## src/rtl/trap_sequencer_if.sv

```systemverilog
// Trap sequencer bundle: CPU/interrupt-controller requests in,
// CSR event, latched trap info and CPU control out.
interface trap_sequencer_if #(
  parameter int XLEN = 32
);
  logic            insn_boundary;
  logic [XLEN-1:0] cur_pc;
  logic            exc_req;
  logic [3:0]      exc_code;
  logic [XLEN-1:0] exc_pc;
  logic [XLEN-1:0] exc_tval;
  logic            irq_ssi;
  logic            irq_msi;
  logic            irq_sti;
  logic            irq_mti;
  logic            irq_sei;
  logic            irq_mei;
  logic            irq_pending_any;
  logic            wfi_req;
  logic            redirect_done;
  logic            trap_start;
  logic [XLEN-1:0] trap_cause;
  logic [XLEN-1:0] trap_pc;
  logic [XLEN-1:0] trap_badaddr;
  logic            redirect;
  logic            cpu_stall;
  logic            wfi_event;
  logic            busy;

  modport master (
    output insn_boundary, cur_pc,
    output exc_req, exc_code, exc_pc, exc_tval,
    output irq_ssi, irq_msi, irq_sti,
    output irq_mti, irq_sei, irq_mei,
    output irq_pending_any, wfi_req,
    output redirect_done,
    input  trap_start, trap_cause,
    input  trap_pc, trap_badaddr,
    input  redirect, cpu_stall,
    input  wfi_event, busy
  );

  modport slave (
    input  insn_boundary, cur_pc,
    input  exc_req, exc_code, exc_pc, exc_tval,
    input  irq_ssi, irq_msi, irq_sti,
    input  irq_mti, irq_sei, irq_mei,
    input  irq_pending_any, wfi_req,
    input  redirect_done,
    output trap_start, trap_cause,
    output trap_pc, trap_badaddr,
    output redirect, cpu_stall,
    output wfi_event, busy
  );
endinterface

```

## src/rtl/trap_sequencer.sv

```systemverilog
// Trap entry sequencer: picks exception or prioritised irq,
// pulses the CSR event, stalls until redirect, handles WFI.
module trap_sequencer #(
  parameter int         XLEN            = 32,
  parameter logic [5:0] IRQ_ENABLE_MASK = 6'b111111
) (
  input logic            clk,
  input logic            reset,
  trap_sequencer_if.slave bus
);
  typedef enum logic [1:0] {
    IDLE, ENTER, REDIRECT, SLEEP
  } state_t;

  state_t          state;
  state_t          state_nx;
  logic [5:0]      irq_en;
  logic            irq_hit;
  logic            take;
  logic [4:0]      irq_code;
  logic [XLEN-1:0] sel_cause;
  logic [XLEN-1:0] sel_pc;
  logic [XLEN-1:0] sel_tval;
  logic [XLEN-1:0] cause_q;
  logic [XLEN-1:0] pc_q;
  logic [XLEN-1:0] tval_q;
  logic            wfi_q;

  assign irq_en = IRQ_ENABLE_MASK & {
    bus.irq_mei, bus.irq_sei, bus.irq_mti,
    bus.irq_sti, bus.irq_msi, bus.irq_ssi
  };
  assign irq_hit = bus.insn_boundary && (irq_en != 6'd0);
  assign take = !reset && (state == IDLE)
    && (bus.exc_req || irq_hit);

  // mei > msi > mti > sei > ssi > sti
  always_comb begin
    irq_code = 5'd0;
    if (irq_en[5])      irq_code = 5'd11;
    else if (irq_en[1]) irq_code = 5'd3;
    else if (irq_en[3]) irq_code = 5'd7;
    else if (irq_en[4]) irq_code = 5'd9;
    else if (irq_en[0]) irq_code = 5'd1;
    else if (irq_en[2]) irq_code = 5'd5;
  end

  always_comb begin
    sel_cause = '0;
    sel_pc    = bus.cur_pc;
    sel_tval  = '0;
    if (bus.exc_req) begin
      sel_cause[3:0] = bus.exc_code;
      sel_pc         = bus.exc_pc;
      sel_tval       = bus.exc_tval;
    end else begin
      sel_cause[XLEN-1] = 1'b1;
      sel_cause[4:0]    = irq_code;
    end
  end

  always_comb begin
    state_nx = state;
    unique case (state)
      IDLE: begin
        if (take)             state_nx = ENTER;
        else if (bus.wfi_req) state_nx = SLEEP;
      end
      ENTER:    state_nx = REDIRECT;
      REDIRECT: if (bus.redirect_done) state_nx = IDLE;
      SLEEP:    if (bus.irq_pending_any) state_nx = IDLE;
      default:  state_nx = IDLE;
    endcase
  end

  always_ff @(posedge clk or posedge reset) begin
    if (reset) begin
      state   <= IDLE;
      cause_q <= '0;
      pc_q    <= '0;
      tval_q  <= '0;
      wfi_q   <= 1'b0;
    end else begin
      state <= state_nx;
      wfi_q <= (state == SLEEP) && bus.irq_pending_any;
      if (take) begin
        cause_q <= sel_cause;
        pc_q    <= sel_pc;
        tval_q  <= sel_tval;
      end
    end
  end

  assign bus.trap_start   = (state == ENTER);
  assign bus.redirect     = (state == REDIRECT);
  assign bus.busy         = (state != IDLE);
  assign bus.cpu_stall    = (state != IDLE) || take;
  assign bus.wfi_event    = wfi_q;
  assign bus.trap_cause   = cause_q;
  assign bus.trap_pc      = pc_q;
  assign bus.trap_badaddr = tval_q;
endmodule

```

## src/flat_wrapper.sv

```systemverilog
// flat-port wrapper written by rule: the top's interface ports become plain ports
module trap_sequencer_flat 
#(
  parameter int         XLEN            = 32,
  parameter logic [5:0] IRQ_ENABLE_MASK = 6'b111111
)
  (clk, reset, bus_insn_boundary, bus_cur_pc, bus_exc_req, bus_exc_code, bus_exc_pc, bus_exc_tval, bus_irq_ssi, bus_irq_msi, bus_irq_sti, bus_irq_mti, bus_irq_sei, bus_irq_mei, bus_irq_pending_any, bus_wfi_req, bus_redirect_done, bus_trap_start, bus_trap_cause, bus_trap_pc, bus_trap_badaddr, bus_redirect, bus_cpu_stall, bus_wfi_event, bus_busy);
  trap_sequencer_if #(.XLEN(XLEN)) bus_i ();
  input logic clk;
  input logic reset;
  input wire logic [$bits(bus_i.insn_boundary)-1:0] bus_insn_boundary;
  input wire logic [$bits(bus_i.cur_pc)-1:0] bus_cur_pc;
  input wire logic [$bits(bus_i.exc_req)-1:0] bus_exc_req;
  input wire logic [$bits(bus_i.exc_code)-1:0] bus_exc_code;
  input wire logic [$bits(bus_i.exc_pc)-1:0] bus_exc_pc;
  input wire logic [$bits(bus_i.exc_tval)-1:0] bus_exc_tval;
  input wire logic [$bits(bus_i.irq_ssi)-1:0] bus_irq_ssi;
  input wire logic [$bits(bus_i.irq_msi)-1:0] bus_irq_msi;
  input wire logic [$bits(bus_i.irq_sti)-1:0] bus_irq_sti;
  input wire logic [$bits(bus_i.irq_mti)-1:0] bus_irq_mti;
  input wire logic [$bits(bus_i.irq_sei)-1:0] bus_irq_sei;
  input wire logic [$bits(bus_i.irq_mei)-1:0] bus_irq_mei;
  input wire logic [$bits(bus_i.irq_pending_any)-1:0] bus_irq_pending_any;
  input wire logic [$bits(bus_i.wfi_req)-1:0] bus_wfi_req;
  input wire logic [$bits(bus_i.redirect_done)-1:0] bus_redirect_done;
  output wire logic [$bits(bus_i.trap_start)-1:0] bus_trap_start;
  output wire logic [$bits(bus_i.trap_cause)-1:0] bus_trap_cause;
  output wire logic [$bits(bus_i.trap_pc)-1:0] bus_trap_pc;
  output wire logic [$bits(bus_i.trap_badaddr)-1:0] bus_trap_badaddr;
  output wire logic [$bits(bus_i.redirect)-1:0] bus_redirect;
  output wire logic [$bits(bus_i.cpu_stall)-1:0] bus_cpu_stall;
  output wire logic [$bits(bus_i.wfi_event)-1:0] bus_wfi_event;
  output wire logic [$bits(bus_i.busy)-1:0] bus_busy;
  assign bus_i.insn_boundary = bus_insn_boundary;
  assign bus_i.cur_pc = bus_cur_pc;
  assign bus_i.exc_req = bus_exc_req;
  assign bus_i.exc_code = bus_exc_code;
  assign bus_i.exc_pc = bus_exc_pc;
  assign bus_i.exc_tval = bus_exc_tval;
  assign bus_i.irq_ssi = bus_irq_ssi;
  assign bus_i.irq_msi = bus_irq_msi;
  assign bus_i.irq_sti = bus_irq_sti;
  assign bus_i.irq_mti = bus_irq_mti;
  assign bus_i.irq_sei = bus_irq_sei;
  assign bus_i.irq_mei = bus_irq_mei;
  assign bus_i.irq_pending_any = bus_irq_pending_any;
  assign bus_i.wfi_req = bus_wfi_req;
  assign bus_i.redirect_done = bus_redirect_done;
  assign bus_trap_start = bus_i.trap_start;
  assign bus_trap_cause = bus_i.trap_cause;
  assign bus_trap_pc = bus_i.trap_pc;
  assign bus_trap_badaddr = bus_i.trap_badaddr;
  assign bus_redirect = bus_i.redirect;
  assign bus_cpu_stall = bus_i.cpu_stall;
  assign bus_wfi_event = bus_i.wfi_event;
  assign bus_busy = bus_i.busy;
  trap_sequencer #(.XLEN(XLEN), .IRQ_ENABLE_MASK(IRQ_ENABLE_MASK)) u_core (.clk(clk), .reset(reset), .bus(bus_i));
endmodule
```

## config.mk

```make
export PLATFORM = sky130hd
export DESIGN_NAME = trap_sequencer_flat
export DESIGN_NICKNAME = d
export VERILOG_FILES = /design/src/rtl/trap_sequencer_if.sv /design/src/rtl/trap_sequencer.sv /design/src/flat_wrapper.sv
export SDC_FILE = /design/constraint.sdc
export NUM_CORES = 1
export LEC_CHECK = 0
export BUFFER_PORTS_ARGS = -buffer_cell sky130_fd_sc_hd__buf_2
export CAP_MARGIN = 20
export CORE_UTILIZATION = 45
export DETAILED_ROUTE_END_ITERATION = 8
export PLACE_DENSITY = 0.82
export SLEW_MARGIN = 20
export SYNTH_ARGS = -nofsm -noshare
export SYNTH_HDL_FRONTEND = slang
export SYNTH_SLANG_ARGS = --single-unit
```

## constraint.sdc

```tcl
create_clock -name clk -period 5.57 [get_ports clk]
set_clock_uncertainty 0.1 [all_clocks]
set_input_delay 0.8355 -clock clk [delete_from_list [all_inputs] [get_ports clk]]
set_output_delay 0.8355 -clock clk [all_outputs]
set_load 0.02 [all_outputs]
```

======== After elaboration in Yosys (flattened, before gate mapping) ========
Cells that the tools add are included.
operators by class
  muxes and demuxes ....................... 16
  $add $sub $neg .......................... 0
  bitwise logic cells ..................... 0
  $mul .................................... 0
  shift-type cells ........................ 0
  eq/ne operators ......................... 6
  divide/modulo/power cells ............... 0
  reduce and logical (&&, ||, !) cells .... 11
  $lt $le $gt $ge ......................... 0
operators by type and width
  kind                                            number
  two-way mux 32 bit                              2
  two-way mux 5 bit                               5
  two-way mux 2 bit                               4
  one-hot mux 2 bit (4 select lines)              1
  nonzero test 6 bit                              1
  == test 2 bit (second input constant)           2
  logical AND 1 bit                               4
  two-way mux 4 bit                               1
  != test 2 bit (second input constant)           2
  two-way mux 3 bit                               1
  != test 3 x 2 -> 1 bit (second input constant)  1
  AND reduction 3 bit                             1
  == test 2 x 1 -> 1 bit (second input constant)  1
  zero test 2 bit                                 1
  logical OR 1 bit                                2
  two-way mux 1 bit                               2
  nonzero test 2 bit                              1
  zero test 1 bit                                 1
word-level totals
  output and inout port bits .............. 101
  ROM bits ................................ 0
  input port bits ......................... 113
  memories ................................ 0
  bits in latches ......................... 0
  register bits after elaboration ......... 73
  word-level logic and storage cells ...... 38
  memory bits (writable) .................. 0

======== Longest topological paths before layout ========
Gate-level depths: netlist of the first run.
  depth after elaboration ................. 7
  depth in mapped cells ................... 6
  gate-level depth less buffers ........... 4

======== Worst setup path after synthesis of the first run ========
OpenSTA, ideal clock, no wires.
  path type ............................... input to register
  start ................................... input reset
  end ..................................... register u_core.cause_q[0] (netlist: u_core.bus.trap_cause[0])
  setup time .............................. 0.133 ns
  path buffers ............................ 2
  required time ........................... 5.337 ns
  arrival time ............................ 3.270 ns
  slack ................................... 2.067 ns
  cell stages on the path ................. 5
  cells stage by stage .................... inv_1 > and3_1 > clkbuf_1 > clkbuf_1 > a2bb2oi_1
between the ends
  longest elaborated chain between the ends .. 3
RTL lines
  element               line                  RTL
  start, declared       flat_wrapper.sv:10    input logic reset;
  zero test 1 bit       trap_sequencer.sv:34  assign take = !reset && (state == IDLE)
  logical AND 1 bit     trap_sequencer.sv:34
  logical AND 1 bit     trap_sequencer.sv:35  && (bus.exc_req || irq_hit);
  end signal, assigned  trap_sequencer.sv:87  cause_q <= sel_cause;
  end, declared         trap_sequencer.sv:24  logic [XLEN-1:0] cause_q;
No other way between the ends.
A chain may end at the register's enable or synchronous reset.

======== Worst setup path after layout of the first run ========
  start ................................... input bus_exc_req
  end ..................................... output bus_cpu_stall
between the ends
  longest elaborated chain between the ends .. 3
RTL lines
  element            line                  RTL
  start, declared    flat_wrapper.sv:13    input wire logic [$bits(bus_i.exc_req)-1:0] bus_exc_req;
  logical OR 1 bit   trap_sequencer.sv:35
  logical AND 1 bit  trap_sequencer.sv:35
  logical OR 1 bit   trap_sequencer.sv:97  assign bus.cpu_stall = (state != IDLE) || take;
  end, declared      flat_wrapper.sv:31    output wire logic [$bits(bus_i.cpu_stall)-1:0] bus_cpu_stall;
No other way between the ends.

==> results of run 1 <==
-- synthesized netlist by cell type --
| cell type | n |
|---|---|
| and3_1 | 2 |
| a2111oi_4 | 1 |
| nand2b_1 | 1 |
| buf_6 | 3 |
| nand2_1 | 3 |
| nor4_2 | 1 |
| clkbuf_1 | 7 |
| nor2b_1 | 2 |
| conb_1 | 1 |
| inv_1 | 4 |
| or2_2 | 1 |
| o21ai_0 | 1 |
| nor2_1 | 2 |
| a22o_1 | 32 |
| a2bb2oi_1 | 1 |
| buf_2 | 5 |
| mux2_1 | 3 |
| nor2_4 | 1 |
| mux2_2 | 63 |
| and2_1 | 1 |
| a21oi_1 | 3 |
| nor3b_1 | 2 |
| buf_4 | 27 |
| o32a_1 | 1 |
| a2111o_1 | 1 |
| inv_2 | 1 |
| nor3_1 | 3 |
| a32o_1 | 1 |
| o31a_1 | 2 |
| dfrtp_1 | 72 |
-- power by group --
group	switching (uW)	internal, uW
Sequential	128	760
Combinational	595	433
Clock	195	253
Total	918	1450
-- layer usage --
metal	vias to the layer above	wire (um)
met5	-	0
met3	10	457
li1	1205	-
met2	120	3850
met1	1253	2860
met4	0	108
-- sequential cells by signal, summed over array words and instances (netlist names) --
register                 flops
u_core.bus.trap_badaddr     32
u_core.bus.trap_pc          32
u_core.bus.trap_cause        5
u_core.state                 2
u_core.bus.wfi_event         1
-- critical path, cell delays in order --
cell	delay (ns)
buf_2	0.64
nor4_2	0.20
a2111o_1	0.41
buf_4	0.24
nand2_1	0.10
buf_2	0.16
-- cell type report --
type | instances | area [um^2]
repair buffers | 189 | 953
inverters | 5 | 18.8
well taps | 99 | 124
clock inverters | 7 | 95.1
flip-flops and latches | 72 | 1800
multi-input cells | 155 | 1350
fillers | 625 | 2750
clock buffers | 9 | 124
-- worst paths after layout --
check | endpoint | slack (ns) | cells past startpoint
max | bus_cpu_stall | 2.02 | 6
min | u_core.bus.trap_cause[2] | 0.40 | 1
max reg2reg | u_core.bus.trap_pc[16] | 3.46 | 5
min reg2reg | u_core.bus.trap_cause[2] | 0.40 | 1
max in group asynchronous | u_core.bus.trap_pc[24] | 4.07 | 3
min in group asynchronous | u_core.state[1] | 0.73 | 3
-- stage by stage --
stage               utilization  cell area (um^2)  std cells  hold WS [ns]  worst slack [ns]
finish                    0.619              4460        536         0.396              2.02
global route              0.619              4460        536         0.420              1.87
CTS                       0.619              4460        536         0.398              1.97
detailed placement        0.588              4240        520         0.381              2.01
global placement          0.588              4240        520         0.364              2.06
floorplan                     -              3450        274         0.502              2.07
-- kinds of logic after synthesis --
kind of cell | count (synthesis)
compound gates | 43
buf+inv | 47
flops | 72
mux | 66
other cells | 1
simple gates | 19
==> flow_metrics.py, run 1 <==
metrics = {
    "clocking": {
        "post_cts_buffers": 0,
        "cts_tree": "done",
        "clock_latency_ns": 0.33,
        "hold_buffers": 0,
        "cts_made_buffers": 9,
        "h-tree-depth": 3,
        "cts_resized": 0,
        "ctsLongestPathBuffers": 2,
        "root_buffer": "clkbuf_8",
        "path_clk_slew_ns": 0.07,
        "cts_num_sinks": 72,
    },
    "final_layout": {
        "nets": 545,
        "mostFrequentLayoutCells": "buf_2, dfrtp_1, mux2_2",
        "syn_to_final_growth_pct": 33.0,
        "num_antenna_cells": 0,
        "final_common_cell": "buf_2",
        "drive_gt1_frac": 0.629,
    },
    "synthesis": {
        "syn_inst": 248,
        "yosysWarnings": 0,
        "synth.yosys.seq_area_share": 0.537,
        "synthAdderAreaFrac": 0,
        "syn_area_um2": 3360,
        "ys_seq_elements": 72,
        "synth_top_family_by_area": "multiplexers",
        "synth-compound-area-share": 0.115,
        "synth_xor_area_frac": 0,
        "syn_avg_cell_area_um2": 13.5,
        "synthTopCellsByArea": "dfrtp_1, mux2_2, a22o_1",
        "synth_top_area_frac": 0.537,
        "synth_top_area_cell": "dfrtp_1",
        "yosys.area_share.simple": 0.0347,
        "yosys-mux-area-fraction": 0.221,
        "synth.distinct_cells": 30,
    },
    "setup_path": {
        "path_class": "input pin to output pin",
        "crit_start": "bus_exc_req",
        "crit_arrival_ns": 2.62,
        "critPathCaptureType": "output pin",
        "crit_path_start_kind": "input pin",
        "required_ns": 4.63,
        "worstPathMaxFanout": 41,
        "r2r_start": "u_core.state[0]",
    },
    "timing": {
        "worst_slew_pin_slew_ns": 0.882,
        "setup_viol": 0,
        "fin_crit_sh": 0.638,
        "final.min_clock_period_ns": 3.55,
        "rsz0062_at_grt": "no",
        "hold_violations": 0,
        "fmax_mhz": 282,
        "tns_ns": 0,
        "slew_headroom": 0.412,
        "finalMaxSlewViolations": 0,
    },
    "floorplan": {
        "die_area_um2": 7810,
        "io_pins": 214,
        "coreArea_um2": 7210,
        "die_y_um": 88.4,
        "fp.dieW_um": 88.4,
        "row_count": 31,
        "start_util": 0.465,
    },
    "route": {
        "wl_per_cell_um": 13.6,
        "drt-pass1-iter-count": 4,
        "drt_iter0_markers": 49,
        "via_per_inst": 4.83,
        "routed_wirelength_um": 7270,
        "vias": 2588,
        "drc_errors": 0,
        "ant_nets": 0,
    },
    "placed_design": {
        "portBuffers": 186,
        "gp_congestion": 0.713,
        "dp_hpwl_um": 5470,
    },
    "pwr": {
        "powerDensity_nw_per_um2": 530,
        "leakage_uw": 0.00231,
        "finalPower_uw": 2360,
        "peakVddDrop_mv": 0.329,
    },
    "grt": {
        "use_met2": 0.350,
        "antenna_found_initial": 0,
        "grt_pass1_vias": 2581,
        "top_usage_layer": "met2",
        "use_met3": 0.0578,
        "grt_pass1_wl_um": 11300,
        "grt.overflow.total": 0,
        "grt_start_max_net_pins": 74,
        "track_usage": 0.189,
        "groute.layer.met1.usage": 0.199,
    },
    "worst_hold_path": {
        "hp-class": "flip-flop to flip-flop",
        "holdCritStartpoint": "u_core.bus.trap_cause[2]",
    },
    "run": {
        "maxCapViolations": 0,
    },
    "run_status": {
        "outcome": "completed",
    },
}
Power figures use the tool's default switching activity.
==> run 2: changes to the inputs <==
--- a/config.mk
+++ b/config.mk
@@ -5,11 +5,12 @@
 export SDC_FILE = /design/constraint.sdc
 export NUM_CORES = 1
 export LEC_CHECK = 0
+export ABC_AREA = 1
 export BUFFER_PORTS_ARGS = -buffer_cell sky130_fd_sc_hd__buf_2
 export CAP_MARGIN = 20
-export CORE_UTILIZATION = 45
+export CORE_UTILIZATION = 39
 export DETAILED_ROUTE_END_ITERATION = 8
-export PLACE_DENSITY = 0.82
+export PLACE_DENSITY = 0.75
 export SLEW_MARGIN = 20
 export SYNTH_ARGS = -nofsm -noshare
 export SYNTH_HDL_FRONTEND = slang
==> constraint.sdc (replaced) <==
create_clock -name clk -period 2.9 [get_ports clk]
set_clock_uncertainty 0.1 [all_clocks]
set_input_delay 0.435 -clock clk [delete_from_list [all_inputs] [get_ports clk]]
set_output_delay 0.435 -clock clk [all_outputs]
set_load 0.02 [all_outputs]
==> flow_metrics.py, run 2 <==
metrics = {
    "worst_hold_path": {
        "min_path_cells": 3,
        "hp-class": "input pin to flip-flop",
        "min_to": "u_core.bus.trap_badaddr[13]",
        "holdCritStartpoint": "bus_exc_tval[13]",
    },
    "synthesis": {
        "synth.yosys.seq_area_share": 0.515,
        "synth.distinct_cells": 19,
        "synth_top_area_cell": "dfrtp_1",
        "syn_avg_cell_area_um2": 7.48,
        "yosysWarnings": 0,
        "synth_flop_cell": "dfrtp_1",
        "synth_common_cells": "nand2_1, dfrtp_1, buf_4",
        "synthTopCellsByArea": "dfrtp_1, nand2_1, buf_4",
        "syn_area_um2": 3500,
        "synthArstFlopShare": 1.00,
        "yosysMostFrequentCell": "nand2_1",
        "ys_seq_elements": 72,
        "syn_inst": 468,
        "synth_edf_count": 0,
        "synth_top_area_frac": 0.515,
    },
    "floorplan": {
        "fp.dieW_um": 96.7,
        "die_area_um2": 9360,
        "row_count": 34,
        "die_y_um": 96.7,
        "coreArea_um2": 8720,
        "io_pins": 214,
        "start_util": 0.401,
    },
    "placed_design": {
        "portBuffers": 186,
        "dp_hpwl_um": 6480,
        "gp_congestion": 0.779,
        "placed_area_um2": 4360,
        "post-place-ws_ns": 0.771,
    },
    "setup_path": {
        "reg2reg_to": "u_core.state[0]",
        "crit_start": "u_core.state[1]",
        "worstPathMaxFanout": 34,
        "crit_arrival_ns": 1.73,
        "max_stage_delay_ns": 0.45,
        "required_ns": 2.37,
        "r2r_start": "u_core.state[1]",
        "ff2ff_setup_slack_ns": 1.00,
        "path_class": "flip-flop to output pin",
        "critPathCaptureType": "output pin",
        "crit_chain": "nor2_4, nand2_2, nor2_2, nand2_4, nand2_1, buf_2",
        "critPathTopFamily": "simple AND/OR/NAND/NOR gates",
        "cp.buffers_inverters": 1,
        "slowest_stage": "dfrtp_1",
        "r2r_cells": 8,
        "crit_path_start_kind": "flip-flop",
    },
    "clocking": {
        "cts_num_sinks": 72,
        "cts_made_buffers": 9,
        "post_cts_buffers": 0,
        "cts_resized": 0,
        "path_clk_slew_ns": 0.08,
        "ctsLongestPathBuffers": 2,
        "root_buffer": "clkbuf_8",
        "hold_buffers": 0,
        "cts_tree": "done",
        "clock_latency_ns": 0.33,
        "h-tree-depth": 3,
    },
    "final_layout": {
        "drive_gt1_frac": 0.329,
        "num_antenna_cells": 0,
        "final_common_cell": "nand2_1",
        "n_fill_cell": 861,
        "nets": 762,
        "syn_to_final_growth_pct": 30.2,
        "fin_area_um2": 4560,
        "mostFrequentLayoutCells": "nand2_1, buf_2, dfrtp_1",
        "final_core_util": 0.523,
    },
    "grt": {
        "track_usage": 0.189,
        "grt.overflow.total": 0,
        "antenna_found_initial": 0,
        "grt_start_max_net_pins": 73,
        "grt_pass1_wl_um": 14400,
        "grt_pass1_vias": 3169,
    },
    "timing": {
        "fin_crit_sh": 0.782,
        "tns_ns": 0,
        "hold_violations": 0,
        "worst_slew_pin_slew_ns": 0.880,
        "final.min_clock_period_ns": 2.27,
        "rsz0062_at_grt": "no",
        "finalMaxSlewViolations": 0,
        "setup_viol": 0,
        "fmax_mhz": 441,
        "worst_slack_ns": 0.631,
        "slew_headroom": 0.413,
    },
    "pwr": {
        "finalPower_uw": 4520,
        "peakVddDrop_mv": 0.315,
        "leakage_uw": 0.00288,
        "powerDensity_nw_per_um2": 992,
    },
    "run": {
        "maxCapViolations": 0,
    },
    "route": {
        "via_per_inst": 4.35,
        "routed_wirelength_um": 8530,
        "drt-pass1-iter-count": 4,
        "wl_per_cell_um": 11.2,
        "ant_nets": 0,
        "drc_errors": 0,
        "drt_iter0_markers": 93,
        "vias": 3316,
    },
    "run_status": {
        "outcome": "completed",
    },
}
[run 2: worst max-delay path by stage]
| stage | to | depth (start not counted) | slack (ns) |
|---|---|---|---|
| 2_1_floorplan | bus_cpu_stall | 6 | 0.09 |
| 3_3_place_gp | u_core.state[0] | 10 | 0.87 |
| 3_5_place_dp | u_core.state[0] | 10 | 0.77 |
| 4_1_cts | bus_cpu_stall | 6 | 0.59 |
| 5_1_grt | bus_cpu_stall | 6 | 0.46 |
| 6_report | bus_cpu_stall | 6 | 0.63 |
[run 2: power by group]
group	internal (uW)	total [uW]	switching, uW
Sequential	1480	1740	260
Combinational	648	2010	1360
Clock	397	773	376
Total	2520	4520	2000
[run 2: layout make-up]
type	instances	area [um^2]	share of cell area
Multi-Input combinational cell	360	1390	0.306
Clock inverter	7	70.1	0.0154
Tap cell	108	135	0.0296
Clock buffer	9	124	0.0272
Timing Repair Buffer	191	968	0.212
Inverter	15	65.1	0.0143
Sequential cell	72	1800	0.395
[run 2: kinds of logic (layout without fill, tap and decap cells)]
family | Yosys count | in the layout | share of synthesized area
buffers and inverters | 62 | 222 | 0.115
and+or+nand+nor | 326 | 326 | 0.359
other | 1 | 27 | 0.00107
AOI/OAI and AO/OA | 7 | 7 | 0.0100
DFF | 72 | 72 | 0.515
[run 2: through the flow]
step | hold slack (ns) | std cells
6_report | 0.192 | 762
5_1_grt | 0.188 | 762
4_1_cts | 0.169 | 762
3_5_place_dp | 0.354 | 746
3_3_place_gp | 0.348 | 746
2_1_floorplan | 0.452 | 494
[run 2: worst min-delay path: cells and delay by family]
kind	cells	cell delay, ns
buf+inv	1	0.07
simple gates	2	0.09
[run 2: layer usage]
layer / GRT usage / routed length, um / vias up
met2: 0.330 / 4210 / 130
met3: 0.0361 / 501 / 6
met1: 0.234 / 3750 / 1479
met5: 0 / 0 / -
li1: - / - / 1701
met4: 0.0631 / 72 / 0
